**config.mk**
```make
export PLATFORM = sky130hd
export DESIGN_NAME = csi_lane_aligner_2lane
export DESIGN_NICKNAME = d
export VERILOG_FILES = /design/src/rtl/csi_lane_aligner_2lane.sv
export SDC_FILE = /design/constraint.sdc
export NUM_CORES = 1
export LEC_CHECK = 0
export CAP_MARGIN = 20
export CORE_AREA = 2 2 103 105
export DETAILED_ROUTE_END_ITERATION = 12
export DIE_AREA = 0 0 105 107
export GPL_ROUTABILITY_DRIVEN = 0
export GPL_TIMING_DRIVEN = 0
export PLACE_DENSITY = 0.85
export SLEW_MARGIN = 10
export SYNTH_ARGS = -nofsm -noshare
export SYNTH_HDL_FRONTEND = slang
export SYNTH_SLANG_ARGS = --single-unit
```
**constraint.sdc**
```tcl
create_clock -name clk -period 4.65 [get_ports clk]
set_input_delay 0.465 -clock clk [delete_from_list [all_inputs] [get_ports clk]]
set_output_delay 0.465 -clock clk [all_outputs]
set_load 0.02 [all_outputs]
```
**src/rtl/csi_lane_aligner_2lane.sv**
```systemverilog
// Two-lane CSI-2 HS byte aligner: per-lane sync-byte search with bit-offset
// lock, inter-lane deskew, and a merged {lane1, lane0} word per clock that is
// forced to zero outside an aligned burst.
module csi_lane_aligner_2lane #(
  parameter logic [7:0] SYNC_BYTE = 8'hB8,
  parameter int         MAX_SKEW  = 4
) (
  input  logic        clk,
  input  logic        rstn,
  input  logic [7:0]  lane0_byte,
  input  logic [7:0]  lane1_byte,
  input  logic        lane0_hs,
  input  logic        lane1_hs,
  output logic [15:0] dout,
  output logic        dout_valid,
  output logic        locked,
  output logic [2:0]  skew,
  output logic        late_lane,
  output logic        skew_err
);

  typedef enum logic [2:0] {
    ST_IDLE,
    ST_HUNT,
    ST_ONE_LOCKED,
    ST_ALIGNED,
    ST_WAIT_IDLE
  } state_t;

  typedef struct packed {
    logic       hit;
    logic [2:0] k;
  } match_t;

  localparam logic [2:0] MAX_SKEW_C = 3'(MAX_SKEW);

  // Lowest bit offset at which the sync byte appears in a 16-bit window.
  function automatic match_t find_sync(input logic [15:0] win);
    match_t m;
    m = '0;
    for (int k = 7; k >= 0; k--) begin
      if (win[k +: 8] == SYNC_BYTE) begin
        m.hit = 1'b1;
        m.k   = 3'(k);
      end
    end
    return m;
  endfunction

  logic [7:0]  w_byte [2];
  logic [1:0]  w_hs;
  logic [15:0] w_win [2];
  match_t      w_m [2];
  logic [1:0]  w_hit;
  logic [2:0]  w_k_eff [2];
  logic [7:0]  w_a [2];
  logic [7:0]  w_tap [2];
  logic        w_fall;

  logic [7:0]  r_prev [2];
  logic [1:0]  r_hs_d;
  logic [1:0]  r_lk;
  logic [2:0]  r_k [2];
  logic [7:0]  r_dly [2][MAX_SKEW];

  state_t      r_state, w_next;
  logic [2:0]  r_cnt;
  logic        r_first;
  logic        w_lock, w_lock_late, w_first_set, w_err, w_cnt_inc, w_other_hit;
  logic [2:0]  w_lock_skew, w_skew_eff;
  logic        w_late_eff;

  logic [15:0] r_dout;
  logic        r_dout_valid;
  logic [2:0]  r_skew;
  logic        r_late;
  logic        r_skew_err;

  assign w_byte[0] = lane0_byte;
  assign w_byte[1] = lane1_byte;
  assign w_hs      = {lane1_hs, lane0_hs};
  assign w_fall    = |(r_hs_d & ~w_hs);

  // Per-lane window, sync search and aligned-byte extraction.
  // NOTE: every always_comb output gets a default before any branch so no latch is inferred.
  always_comb begin
    for (int l = 0; l < 2; l++) begin
      w_win[l]   = {w_byte[l], r_prev[l]};
      w_m[l]     = find_sync(w_win[l]);
      w_hit[l]   = w_hs[l] & w_m[l].hit &
                   ((r_state == ST_HUNT) | ((r_state == ST_ONE_LOCKED) & ~r_lk[l]));
      // On the match cycle the live offset is used, afterwards the frozen one.
      w_k_eff[l] = w_hit[l] ? w_m[l].k : r_k[l];
      w_a[l]     = 8'(w_win[l] >> w_k_eff[l]);
    end
  end

  // Next-state and lock/skew decisions.
  always_comb begin
    w_next      = r_state;
    w_lock      = 1'b0;
    w_lock_skew = 3'd0;
    w_lock_late = 1'b0;
    w_first_set = 1'b0;
    w_err       = 1'b0;
    w_cnt_inc   = 1'b0;
    w_other_hit = r_first ? w_hit[0] : w_hit[1];
    unique case (r_state)
      ST_IDLE: if (|w_hs) w_next = ST_HUNT;
      ST_HUNT: begin
        if (w_fall) begin
          w_next = ST_WAIT_IDLE;
        end else if (&w_hit) begin
          w_next = ST_ALIGNED;
          w_lock = 1'b1;
        end else if (|w_hit) begin
          w_next      = ST_ONE_LOCKED;
          w_first_set = 1'b1;
        end
      end
      ST_ONE_LOCKED: begin
        if (w_fall) begin
          w_next = ST_WAIT_IDLE;
        end else if (w_other_hit) begin
          w_next      = ST_ALIGNED;
          w_lock      = 1'b1;
          w_lock_skew = r_cnt;
          w_lock_late = ~r_first;
        end else if (r_cnt == MAX_SKEW_C) begin
          w_next = ST_WAIT_IDLE;
          w_err  = 1'b1;
        end else begin
          w_cnt_inc = 1'b1;
        end
      end
      ST_ALIGNED:   if (w_fall) w_next = ST_WAIT_IDLE;
      ST_WAIT_IDLE: if (~|w_hs) w_next = ST_IDLE;
      default:      w_next = ST_IDLE;
    endcase
  end

  // Tap selection: the later lane is undelayed, the earlier lane is delayed by skew.
  always_comb begin
    w_skew_eff = w_lock ? w_lock_skew : r_skew;
    w_late_eff = w_lock ? w_lock_late : r_late;
    for (int l = 0; l < 2; l++) begin
      w_tap[l] = w_a[l];
      if (1'(l) != w_late_eff) begin
        for (int d = 1; d <= MAX_SKEW; d++) begin
          if (w_skew_eff == 3'(d)) w_tap[l] = r_dly[l][d-1];
        end
      end
    end
  end

  // FSM state register.
  // NOTE: sequential state uses non-blocking assignments so all registers update together at the edge.
  always_ff @(posedge clk or negedge rstn) begin
    if (!rstn) r_state <= ST_IDLE;
    else       r_state <= w_next;
  end

  // Per-lane history, offset lock and deskew delay lines.
  // NOTE: the delay lines are reset as well so stale payload can never reach the first merged word.
  always_ff @(posedge clk or negedge rstn) begin
    if (!rstn) begin
      r_hs_d <= '0;
      r_lk   <= '0;
      for (int l = 0; l < 2; l++) begin
        r_prev[l] <= '0;
        r_k[l]    <= '0;
        for (int d = 0; d < MAX_SKEW; d++) r_dly[l][d] <= '0;
      end
    end else begin
      r_hs_d <= w_hs;
      for (int l = 0; l < 2; l++) begin
        r_prev[l] <= w_byte[l];
        if (r_state == ST_IDLE) begin
          r_lk[l] <= 1'b0;
        end else if (w_hit[l]) begin
          r_lk[l] <= 1'b1;
          r_k[l]  <= w_m[l].k;
        end
        r_dly[l][0] <= w_a[l];
        for (int d = 1; d < MAX_SKEW; d++) r_dly[l][d] <= r_dly[l][d-1];
      end
    end
  end

  // Skew counter, lock results and registered merged output.
  always_ff @(posedge clk or negedge rstn) begin
    if (!rstn) begin
      r_cnt        <= '0;
      r_first      <= 1'b0;
      r_skew       <= '0;
      r_late       <= 1'b0;
      r_skew_err   <= 1'b0;
      r_dout       <= '0;
      r_dout_valid <= 1'b0;
    end else begin
      r_skew_err <= w_err;
      if (w_first_set) begin
        r_cnt   <= 3'd1;
        r_first <= w_hit[1];
      end else if (w_cnt_inc) begin
        r_cnt <= r_cnt + 3'd1;
      end
      if (w_lock) begin
        r_skew <= w_lock_skew;
        r_late <= w_lock_late;
      end
      r_dout_valid <= (w_next == ST_ALIGNED);
      r_dout       <= (w_next == ST_ALIGNED) ? {w_tap[1], w_tap[0]} : 16'h0000;
    end
  end

  assign dout       = r_dout;
  assign dout_valid = r_dout_valid;
  assign locked     = (r_state == ST_ALIGNED);
  assign skew       = r_skew;
  assign late_lane  = r_late;
  assign skew_err   = r_skew_err;

endmodule

```
Yosys cells after proc, flatten, opt, wreduce, memory -nomap -nowiden
Index checks and enable logic that the tools add are counted.
{"block": "classes", "addsub": 1, "mul": 0, "div_mod_pow": 0, "magnitude_cmp": 0, "eq_ne": 26, "shift": 2, "muxes": 71, "bitwise_logic": 13, "n_reduce_logical": 8}
{"operator": "$eq 8x8->1 const B", "n": 16}
{"operator": "$mux 8", "n": 10}
{"operator": "$mux 4", "n": 16}
{"operator": "$mux 3", "n": 17}
{"operator": "$shr 16x3->8", "n": 2}
{"operator": "$mux 1", "n": 25}
{"operator": "$mux 16", "n": 1}
{"operator": "$eq 3x2->1 const B", "n": 5}
{"operator": "$pmux 3 s5", "n": 1}
{"operator": "$eq 3x3->1 const B", "n": 3}
{"operator": "$and 1x1->1", "n": 6}
{"operator": "$eq 3x1->1 const B", "n": 2}
{"operator": "$reduce_bool 2->1", "n": 3}
{"operator": "$reduce_or 2->1", "n": 3}
{"operator": "$add 3x1->3 const B", "n": 1}
{"operator": "$logic_not 3->1", "n": 1}
{"operator": "$not 1->1", "n": 3}
{"operator": "$and 2x2->2", "n": 1}
{"operator": "$not 2->2", "n": 1}
{"operator": "$or 1x1->1", "n": 2}
{"operator": "$pmux 1 s2", "n": 1}
{"operator": "$reduce_and 2->1", "n": 1}
{"block": "word_totals", "ff_bits": 119, "latch_bits": 0, "ram_bits": 0, "mem_bits_ro": 0, "in_bits": 20, "out_inout_bits": 23, "word_cells": 144, "n_memories": 0}

Logic depth before layout (Yosys ltp)
Gate-level depths: netlist of run 1.
{"block": "logic_depth", "depth_word": 23, "depth_mapped": 16, "depth_no_buf": 13}

Least setup slack after synthesis of run 1
Ideal clock, no wire load.
{"block": "synth_path", "kind": "input to register", "startpoint": "input lane1_byte[4]", "endpoint": "register r_dout[14], in the netlist dout[14]", "setup_ps": 123, "arrival_ps": 3436, "required_ps": 4527, "path_slack_ps": 1091, "cell_stages": 13, "n_path_buf": 1, "path_cell_list": "and4bb_1 -> o2111ai_2 -> a41oi_4 -> clkbuf_1 -> ha_1 -> nand3b_1 -> or4_1 -> nand2_1 -> nor3_1 -> mux2_2 -> a2111oi_2 -> a22oi_1 -> o221a_1"}
{"block": "synth_between", "elab_chain_len": 23, "elab_cells_between_ends": 48, "classes_between": "8 x eq/ne; 1 x shift; 35 x mux; 2 x bitwise; 2 x reduce/logical"}
{"item": "start: declaration", "line_no": "11", "text": "input logic [7:0] lane1_byte,"}
{"item": "$eq 8x8->1", "line_no": "42", "text": "if (win[k +: 8] == SYNC_BYTE) begin"}
{"item": "$mux 4 (2 in a row)", "line_no": "42"}
{"item": "$mux 4 (*) (6 in a row)", "line_no": "42"}
{"item": "$and 1x1->1 (*) (2 in a row)", "line_no": "90", "text": "w_hit[l] = w_hs[l] & w_m[l].hit &"}
{"item": "via w_hit[1]", "line_no": "54", "text": "logic [1:0] w_hit;"}
{"item": "$mux 1 or $reduce_and 2->1 (tied branches)", "line_no": "107, 113"}
{"item": "$mux 1 (tied with other cells)", "line_no": "124", "text": "end else if (w_other_hit) begin"}
{"item": "$mux 1 (tied with other cells)", "line_no": "122", "text": "if (w_fall) begin"}
{"item": "$pmux 1 s2 or $mux 3 (tied branches)", "line_no": "108", "text": "unique case (r_state)"}
{"item": "$mux 3"}
{"item": "$eq 3x1->1", "line_no": "150", "text": "if (w_skew_eff == 3'(d)) w_tap[l] = r_dly[l][d-1];"}
{"item": "$mux 8 (4 in a row)", "line_no": "150"}
{"item": "$mux 8", "line_no": "148", "text": "if (1'(l) != w_late_eff) begin"}
{"item": "$mux 16 (*)", "line_no": "213", "text": "r_dout <= (w_next == ST_ALIGNED) ? {w_tap[1], w_tap[0]} : 16'h0000;"}
{"item": "end signal: assignment", "line_no": "213"}
{"item": "end: declaration", "line_no": "73", "text": "logic [15:0] r_dout;"}
The timed path passes the listed nets; every way through them passes the cells marked *.
A chain may end at the register's enable or synchronous reset.

Worst setup path after layout of run 1
{"block": "layout_path", "startpoint": "register r_prev[7] (netlist name)", "endpoint": "register r_dout[10], in the netlist dout[10]"}
{"block": "layout_between", "elab_chain_len": 23, "elab_cells_between_ends": 53, "classes_between": "13 x eq/ne; 1 x shift; 35 x mux; 2 x bitwise; 2 x reduce/logical"}
{"item": "start: declaration", "line_no": "60", "text": "logic [7:0] r_prev [2];"}
{"item": "start signal: indexed assignment", "line_no": "177", "text": "r_prev[l] <= w_byte[l];"}
{"item": "$eq 8x8->1", "line_no": "42"}
{"item": "$mux 4 (7 in a row)", "line_no": "42"}
{"item": "$mux 4 (*)", "line_no": "42"}
{"item": "$and 1x1->1 (*) (2 in a row)", "line_no": "90"}
{"item": "via w_hit[1]", "line_no": "54"}
{"item": "$mux 1 or $reduce_and 2->1 (tied branches)", "line_no": "107, 113"}
{"item": "$mux 1 (tied with other cells)", "line_no": "124"}
{"item": "$mux 1 (tied with other cells)", "line_no": "122"}
{"item": "$pmux 1 s2 or $mux 3 (tied branches)", "line_no": "108"}
{"item": "$mux 3"}
{"item": "$eq 3x1->1", "line_no": "150"}
{"item": "$mux 8 (4 in a row)", "line_no": "150"}
{"item": "$mux 8", "line_no": "148"}
{"item": "$mux 16 (*)", "line_no": "213"}
Marks and branches as above.

==> parameters.txt, run 1 <==
Parameter                              Value

Finish
  Share of layout cells above drive strength 1 ... 18.09%
  Sequential standard cell area ... 0.002978 mm²
  Net total in the final layout ... 586
  Fin cells ... 711
  Area occupied by multi-input gates ... 0.002674 mm²
  Signed area change from the synthesized netlist to the final layout ... 21.27%
  Non-Filler Cell Area, Final ... 0.007027 mm²
  Filler instances ... 736
  Number of inserted diodes ... 0

Placement
  Instance area at placement ... 0.006414 mm²
  HPWL after DPL ... 9.140 mm
  Cell count after placement ... 678
  Number of buffers inserted by port buffering ... 42

Timing
  Setup repair after global routing missed its margin ... false
  Final setup violation count ... 0
  Slew Limit Fails ... 0
  Tightest Pin Transition ... 0.7857 ns
  Tcrit/Tclk final ... 93.84%
  Hold Violations, Final ... 0
  Maximum operating frequency ... 0.2292 GHz
  Total Negative Setup Slacks ... 0 ns
  Min Hold Slack ... 0.3475 ns
  Final critical-path required period ... 4.363 ns
  Worst Clk Skew ... 0.01072 ns
  Max-Slew Margin vs Limit ... 46.12%

Die
  Horizontal die dimension ... 105 µm
  Overall die height ... 107 µm
  Area of the die ... 0.01124 mm²
  Core Rows ... 37
  # IOs ... 43
  Effective utilization at floorplan ... 57.41%
  Core footprint ... 0.01009 mm²

Critical path
  Type of origin of the critical path ... flip-flop
  Required time of the worst setup path ... 5.06 ns
  Critical Path Fanout Max ... 10
  Reg2Reg Setup Slack ... 0.29 ns
  CP Capture Type ... flip-flop
  Worst Path Class, Setup ... flip-flop to flip-flop
  Worst Path Arrival ... 4.77 ns
  Depth of the most critical reg-to-reg path ... 13

Synthesis
  Post-synth net total ... 523
  Flip-flop and latch count after synthesis ... 119
  Sequential element share of the synthesized area ... 51.39%
  Synth cell types ... 71
  Number of instances in the synthesized netlist ... 499
  Top FF cell, synth ... sky130_fd_sc_hd__dfrtp_1
  Average size of a mapped cell ... 11.61 µm²
  Synth top area cells ... sky130_fd_sc_hd__dfrtp_1 51%, sky130_fd_sc_hd__mux2i_1 4.8%, sky130_fd_sc_hd__mux2_2 4.1%
  Largest area contributor in the netlist ... sky130_fd_sc_hd__dfrtp_1
  Post-synth top area share ... 51.39%
  Ys Warns ... 0
  Post-synth EDFFs ... 0
  Summed instance area of the synthesized netlist ... 0.005794 mm²
  Fraction of registers with async set or reset after synthesis ... 100.0%

Global route
  Wire length of the first global-routing pass ... 23.22 mm
  Maximum number of pins on one net before global-route repair ... 98
  Via count of the first global-routing pass ... 4,590
  Initial antenna violation count ... 0
  GR Util All Layers ... 26.69%
  GR Overflow Total ... 0

Min path
  Type of the most critical hold path ... input pin to async pin

Clock tree
  Clock tree root buffer cell ... sky130_fd_sc_hd__clkbuf_8
  Number of buffers created by CTS ... 17
  Clock slew at the register clock pins of the worst setup and hold paths ... 0.06 ns
  Hold_buf cts ... 1
  Post-cts sizing count ... 0
  Clock tree from TritonCTS ... built
  Deepest level of the CTS H-tree ... 4
  Clock latency at the later pin of the worst-skew pair ... 0.53 ns
  Setup bufs post-CTS ... 0
  Clock buffer depth ... 2
  Sink Count ... 119

Routing
  Average detailed-routed wire length per instance ... 20.22 µm
  Detailed-route DRC error count ... 0
  Routed WL ... 14.37 mm
  Residual antenna-violating net count after detailed routing ... 0
  Total via count after detailed routing ... 4,538
  Number of iterations in the first detailed-routing pass ... 5
  Via/cell ratio ... 6.383
  Initial DRC Count ... 332

Power and ir drop
  Total power ... 3.205 mW
  Power density relative to cell area ... 456.2 mW/mm²
  Part of the total power dissipated in the clock network ... 41.4%
  Logic pwr share ... 14.9%
  Reported leakage power ... 3.091 nW
  Net Sw Frac ... 28.64%
  Sequential share of power ... 43.8%
  Internal power of the cells ... 2.287 mW
  Worst voltage drop across the vdd grid ... 0.0002490 V
  Net switching component of the power ... 0.9180 mW

Run
  Total of max-cap violations ... 0

Outcome
  Run status ... complete, no violations
path summary, 6_finish.rpt:
| check | end | from |
|---|---|---|
| worst max-delay path | dout[10]$_DFF_PN0_ | r_prev[7]$_DFF_PN0_ |
| worst min-delay path | r_prev[12]$_DFF_PN0_ | rstn |
| worst max register to register | dout[10]$_DFF_PN0_ | r_prev[7]$_DFF_PN0_ |
| worst min register to register | r_dly[32]$_DFF_PN0_ | r_dly[40]$_DFF_PN0_ |
| max in group asynchronous | r_dly[31]$_DFF_PN0_ | rstn |
| min in group clk | r_dly[32]$_DFF_PN0_ | r_dly[40]$_DFF_PN0_ |
metrics by stage:
step	worst slack, ns	util (%)
floorplan	1.091	-
global placement	-1.222	63.27
detailed placement	-0.03682	63.55
CTS	0.4269	69.63
global route	0.04346	69.63
finish	0.2866	69.63
layer usage:
layer  wire (µm)  GRT usage (%)  vias up
met2        7114          43.55      223
met1        5943          34.02     2242
li1            -              -     2031
met4         331          10.48        0
met5           0              0        -
met3         984          7.356       42
cell usage after synthesis (3+ instances only):
cell type	number
sky130_fd_sc_hd__nor2_1	34
sky130_fd_sc_hd__nor3_1	9
sky130_fd_sc_hd__nor4bb_1	10
sky130_fd_sc_hd__o21ai_0	22
sky130_fd_sc_hd__mux2_4	3
sky130_fd_sc_hd__dfrtp_1	119
sky130_fd_sc_hd__nor2b_1	6
sky130_fd_sc_hd__and4bb_1	7
sky130_fd_sc_hd__o21ai_1	7
sky130_fd_sc_hd__nand2b_1	5
sky130_fd_sc_hd__a32oi_1	8
sky130_fd_sc_hd__o22ai_1	15
sky130_fd_sc_hd__nand3_1	4
sky130_fd_sc_hd__o21a_1	7
sky130_fd_sc_hd__buf_2	6
sky130_fd_sc_hd__nor3b_1	4
sky130_fd_sc_hd__o211ai_1	4
sky130_fd_sc_hd__a221oi_1	4
sky130_fd_sc_hd__mux2i_2	5
sky130_fd_sc_hd__mux2i_1	28
sky130_fd_sc_hd__a32o_1	7
sky130_fd_sc_hd__a21oi_1	11
sky130_fd_sc_hd__inv_1	16
sky130_fd_sc_hd__and4bb_2	6
sky130_fd_sc_hd__and3_1	5
sky130_fd_sc_hd__clkbuf_1	5
sky130_fd_sc_hd__nand2_1	40
sky130_fd_sc_hd__o221a_2	5
sky130_fd_sc_hd__o21ai_2	5
sky130_fd_sc_hd__and2_1	3
sky130_fd_sc_hd__ha_1	4
sky130_fd_sc_hd__a22o_1	4
sky130_fd_sc_hd__or3_1	7
sky130_fd_sc_hd__mux2_2	21
critical path: stages (launching register included):
cell and delay (ns):
sky130_fd_sc_hd__dfrtp_1 0.48, sky130_fd_sc_hd__nor4bb_1 0.52, sky130_fd_sc_hd__o21ai_1 0.24, sky130_fd_sc_hd__a41oi_4 0.30
sky130_fd_sc_hd__clkbuf_1 0.36, sky130_fd_sc_hd__ha_1 0.23, sky130_fd_sc_hd__nand3b_1 0.09, sky130_fd_sc_hd__or4_1 0.54
sky130_fd_sc_hd__nand2_1 0.13, sky130_fd_sc_hd__nor3_1 0.07, sky130_fd_sc_hd__mux2_2 0.39, sky130_fd_sc_hd__nor3_2 0.39
sky130_fd_sc_hd__o21ai_0 0.19, sky130_fd_sc_hd__a32o_1 0.31
sequential cells by signal (all words and copies together) (netlist names):
name	count
dout_valid	1
late_lane	1
r_prev	16
r_hs_d	2
r_k	6
r_dly	64
dout	16
r_state	3
r_lk	2
r_cnt	3
r_first	1
skew	3
skew_err	1
cell families (layout without fill, tap and decap cells):
family | Yosys count | in the layout | synth area share, %
buffers and inverters | 32 | 108 | 2.462
AOI/OAI and AO/OA | 127 | 127 | 17.27
adders and majority gates | 4 | 4 | 0.8638
DFF | 119 | 119 | 51.39
muxes | 60 | 60 | 11.85
xor gates and xnor gates | 2 | 2 | 0.3024
and+or+nand+nor | 155 | 155 | 15.85
layout make-up:
cell class	instances	area share, %
Clock buffer	18	6.090
Timing Repair Buffer	44	6.535
Inverter	18	0.9615
Tap cell	136	2.422
Buffer	14	1.068
Multi-Input combinational cell	348	38.05
Sequential cell	119	42.38
Clock inverter	14	2.493
layout by cell type (no fill, tap or decap), drive strengths merged, types with 3 or more instances in the layout:
cell	count
buf	11
o221a	7
nor2	34
and4bb	13
mux2i	33
o22ai	16
ha	4
o211ai	4
a22o	4
clkinvlp	3
nand2	40
dfrtp	119
and3	5
nand3	4
nor2b	6
nand2b	5
nor3	10
inv	20
and2	3
a41oi	4
nor4bb	10
clkbuf	23
o21ai	34
mux2	25
a32oi	8
o21a	7
clkdlybuf4s50	41
nor3b	4
bufinv	3
a221oi	4
or3	7
a32o	7
clkinv	6
a21oi	11
power groups by stage:
stage	clock network (mW)	logic [mW]	registers, mW
after detailed placement	0	0.454	1.40
after global routing	1.38	0.512	1.42
after CTS	1.33	0.466	1.40
after floorplan	0	0.320	1.36
final	1.33	0.476	1.40
after global placement	0	0.431	1.39
Power figures use the tool's default switching activity.
==> run 2: changes to the inputs <==
--- a/config.mk
+++ b/config.mk
@@ -6,12 +6,13 @@
 export NUM_CORES = 1
 export LEC_CHECK = 0
 export CAP_MARGIN = 20
-export CORE_AREA = 2 2 103 105
+export CORE_AREA = 2 2 101 103
+export CTS_BUF_LIST = sky130_fd_sc_hd__clkbuf_4
 export DETAILED_ROUTE_END_ITERATION = 12
-export DIE_AREA = 0 0 105 107
+export DIE_AREA = 0 0 103 105
 export GPL_ROUTABILITY_DRIVEN = 0
 export GPL_TIMING_DRIVEN = 0
-export PLACE_DENSITY = 0.85
+export PLACE_DENSITY = 0.88
 export SLEW_MARGIN = 10
 export SYNTH_ARGS = -nofsm -noshare
 export SYNTH_HDL_FRONTEND = slang
==> run 2 against run 1 <==
Effect of this change:
- wire length decreased by 8.3%
- core utilization decreased by 0.52 points
- global-route usage increased by 0.40 points
- largest cell class unchanged
- highest routed layer unchanged
==> parameters.txt, run 2 (synthesis results as in run 1) <==
Parameter                              Value

Die
  Horizontal die dimension ... 103 µm
  Core footprint ... 0.009639 mm²
  Area of the die ... 0.01082 mm²
  Overall die height ... 105 µm
  Effective utilization at floorplan ... 60.11%
  # IOs ... 43
  Core Rows ... 36

Finish
  Number of flip-flops under the largest register name ... 64
  Share of layout cells above drive strength 1 ... 17.13%
  Leading cell type in the layout, fill and taps excluded ... sky130_fd_sc_hd__dfrtp_1
  Non-Filler Cell Area, Final ... 0.006661 mm²
  Leading cell types in the layout, fill and taps excluded ... 119 x sky130_fd_sc_hd__dfrtp_1, 41 x sky130_fd_sc_hd__clkdlybuf4s50_1, 40 x sky130_fd_sc_hd__nand2_1
  Signed area change from the synthesized netlist to the final layout ... 14.96%
  Number of inserted diodes ... 0
  Final core utilization ... 69.11%
  Area occupied by multi-input gates ... 0.002674 mm²
  Filler instances ... 714
  Net total in the final layout ... 586
  Sequential standard cell area ... 0.002978 mm²
  Register bank with the most flops ... r_dly

Timing
  Worst Clk Skew ... 0.01703 ns
  Final critical-path required period ... 4.248 ns
  Final setup margin ... 0.4016 ns
  Min Hold Slack ... 0.3521 ns
  Max-Slew Margin vs Limit ... 51.19%
  Final setup violation count ... 0
  Slew Limit Fails ... 0
  Setup repair after global routing missed its margin ... false
  Maximum operating frequency ... 0.2354 GHz
  Hold Violations, Final ... 0
  Tcrit/Tclk final ... 91.36%
  Tightest Pin Transition ... 0.7119 ns

Routing
  Residual antenna-violating net count after detailed routing ... 0
  Via/cell ratio ... 6.305
  Average detailed-routed wire length per instance ... 18.69 µm
  Initial DRC Count ... 315
  Number of iterations in the first detailed-routing pass ... 5
  Routed WL ... 13.17 mm
  Total via count after detailed routing ... 4,445
  Detailed-route DRC error count ... 0

Clock tree
  Sink Count ... 119
  Post-cts sizing count ... 0
  Clock latency at the later pin of the worst-skew pair ... 0.54 ns
  Clock tree from TritonCTS ... built
  Number of buffers created by CTS ... 17
  Clock buffer depth ... 2
  Clock slew at the register clock pins of the worst setup and hold paths ... 0.11 ns
  Clock tree root buffer cell ... sky130_fd_sc_hd__clkbuf_4
  Setup bufs post-CTS ... 0
  Deepest level of the CTS H-tree ... 4

Min path
  Hold Startpoint ... lane1_byte[7]
  Type of the most critical hold path ... input pin to flip-flop

Critical path
  Worst Path Arrival ... 4.67 ns
  Worst Path Class, Setup ... input pin to flip-flop
  CP Capture Type ... flip-flop
  Type of origin of the critical path ... input pin
  Launching element of the worst setup path ... lane1_byte[1]
  FF-to-FF Start ... r_prev[7]$_DFF_PN0_
  Reg2Reg Setup Slack ... 0.46 ns
  CP cell instances ... clkdlybuf4s50_1 -> and4bb_1 -> o2111ai_2 -> a41oi_4 -> clkbuf_1 -> ha_1 -> nand3b_1 -> or4_1 -> nand2_1 -> nor3_1 -> mux2_2 -> nor3_2 -> o21ai_0 -> a32o_1
  Critical Path Fanout Max ... 10
  Worst path slowest cell ... sky130_fd_sc_hd__clkdlybuf4s50_1
  Required time of the worst setup path ... 5.07 ns
  Slowest stage delay, CP ... 0.66 ns
  Cell family with most CP delay ... simple AND/OR/NAND/NOR gates
  Buffer and inverter count on the worst path ... 2

Placement
  HPWL after DPL ... 9.077 mm
  Number of buffers inserted by port buffering ... 42
  Post-place setup slack ... -0.06948 ns
  Instance area at placement ... 0.006410 mm²

Global route
  Via count of the first global-routing pass ... 4,631
  GR Overflow Total ... 0
  Maximum number of pins on one net before global-route repair ... 73
  Initial antenna violation count ... 0
  Wire length of the first global-routing pass ... 22.54 mm
  GR Util All Layers ... 27.09%

Run
  Total of max-cap violations ... 0

Power and ir drop
  Reported leakage power ... 2.931 nW
  Power density relative to cell area ... 379.5 mW/mm²
  Worst voltage drop across the vdd grid ... 0.0001762 V

Outcome
  Run status ... complete, no violations
## run 2: cell types whose count changed in the layout (fill, tap and decap cells not counted), sizes merged
cell    delta
inv        -2
bufinv     -1
clkinv     +1
clkbuf     -1
## run 2: final cells by class
type / count / share of cell area [%]
sequential: 119 / 44.70
multi-input combinational: 348 / 40.14
timing repair buffer: 44 / 6.893
tap: 133 / 2.498
clock buffer: 17 / 1.916
clock inverter: 12 / 1.709
buffer: 14 / 1.127
inverter: 18 / 1.014
## run 2: layer usage
metal	vias to the layer above	part of all wire [%]	GRT usage, %
li1	2032	-	-
met1	2180	43	37.24
met2	190	48	40.26
met3	43	6.3	6.154
met4	0	3.0	13.63
met5	-	0	0
## run 2: what timing repair did
action,CTS,global route
hold endpoints to repair,47,0
endpoints found under the setup margin,0,0
hold buffers,1,0
## run 2: stage by stage
step | total power, mW | TNS, ns | std cells
after floorplan | 1.682 | 0 | 499
after global placement | 1.818 | -141.26 | 674
after detailed placement | 1.854 | -0.3715 | 675
after CTS | 2.525 | 0 | 705
after global routing | 2.661 | 0 | 705
final | 2.528 | 0 | 705
## run 2: path summary, 6_finish.rpt
kind | depth (start not counted) | endpoint
worst max register to register | 13 | dout[11]$_DFF_PN0_
min in group asynchronous | 2 | r_prev[13]$_DFF_PN0_
worst min-delay path | 1 | r_prev[7]$_DFF_PN0_
worst max-delay path | 14 | dout[11]$_DFF_PN0_
max in group asynchronous | 3 | dout[11]$_DFF_PN0_
worst min register to register | 0 | r_dly[32]$_DFF_PN0_
## run 2: where the power goes
group | internal [mW] | switching (mW) | total, mW | leakage [nW]
clock network | 0.299 | 0.378 | 0.677 | 0.127
registers | 1.25 | 0.131 | 1.39 | 1.45
logic | 0.195 | 0.271 | 0.466 | 1.35
total | 1.75 | 0.780 | 2.53 | 2.93
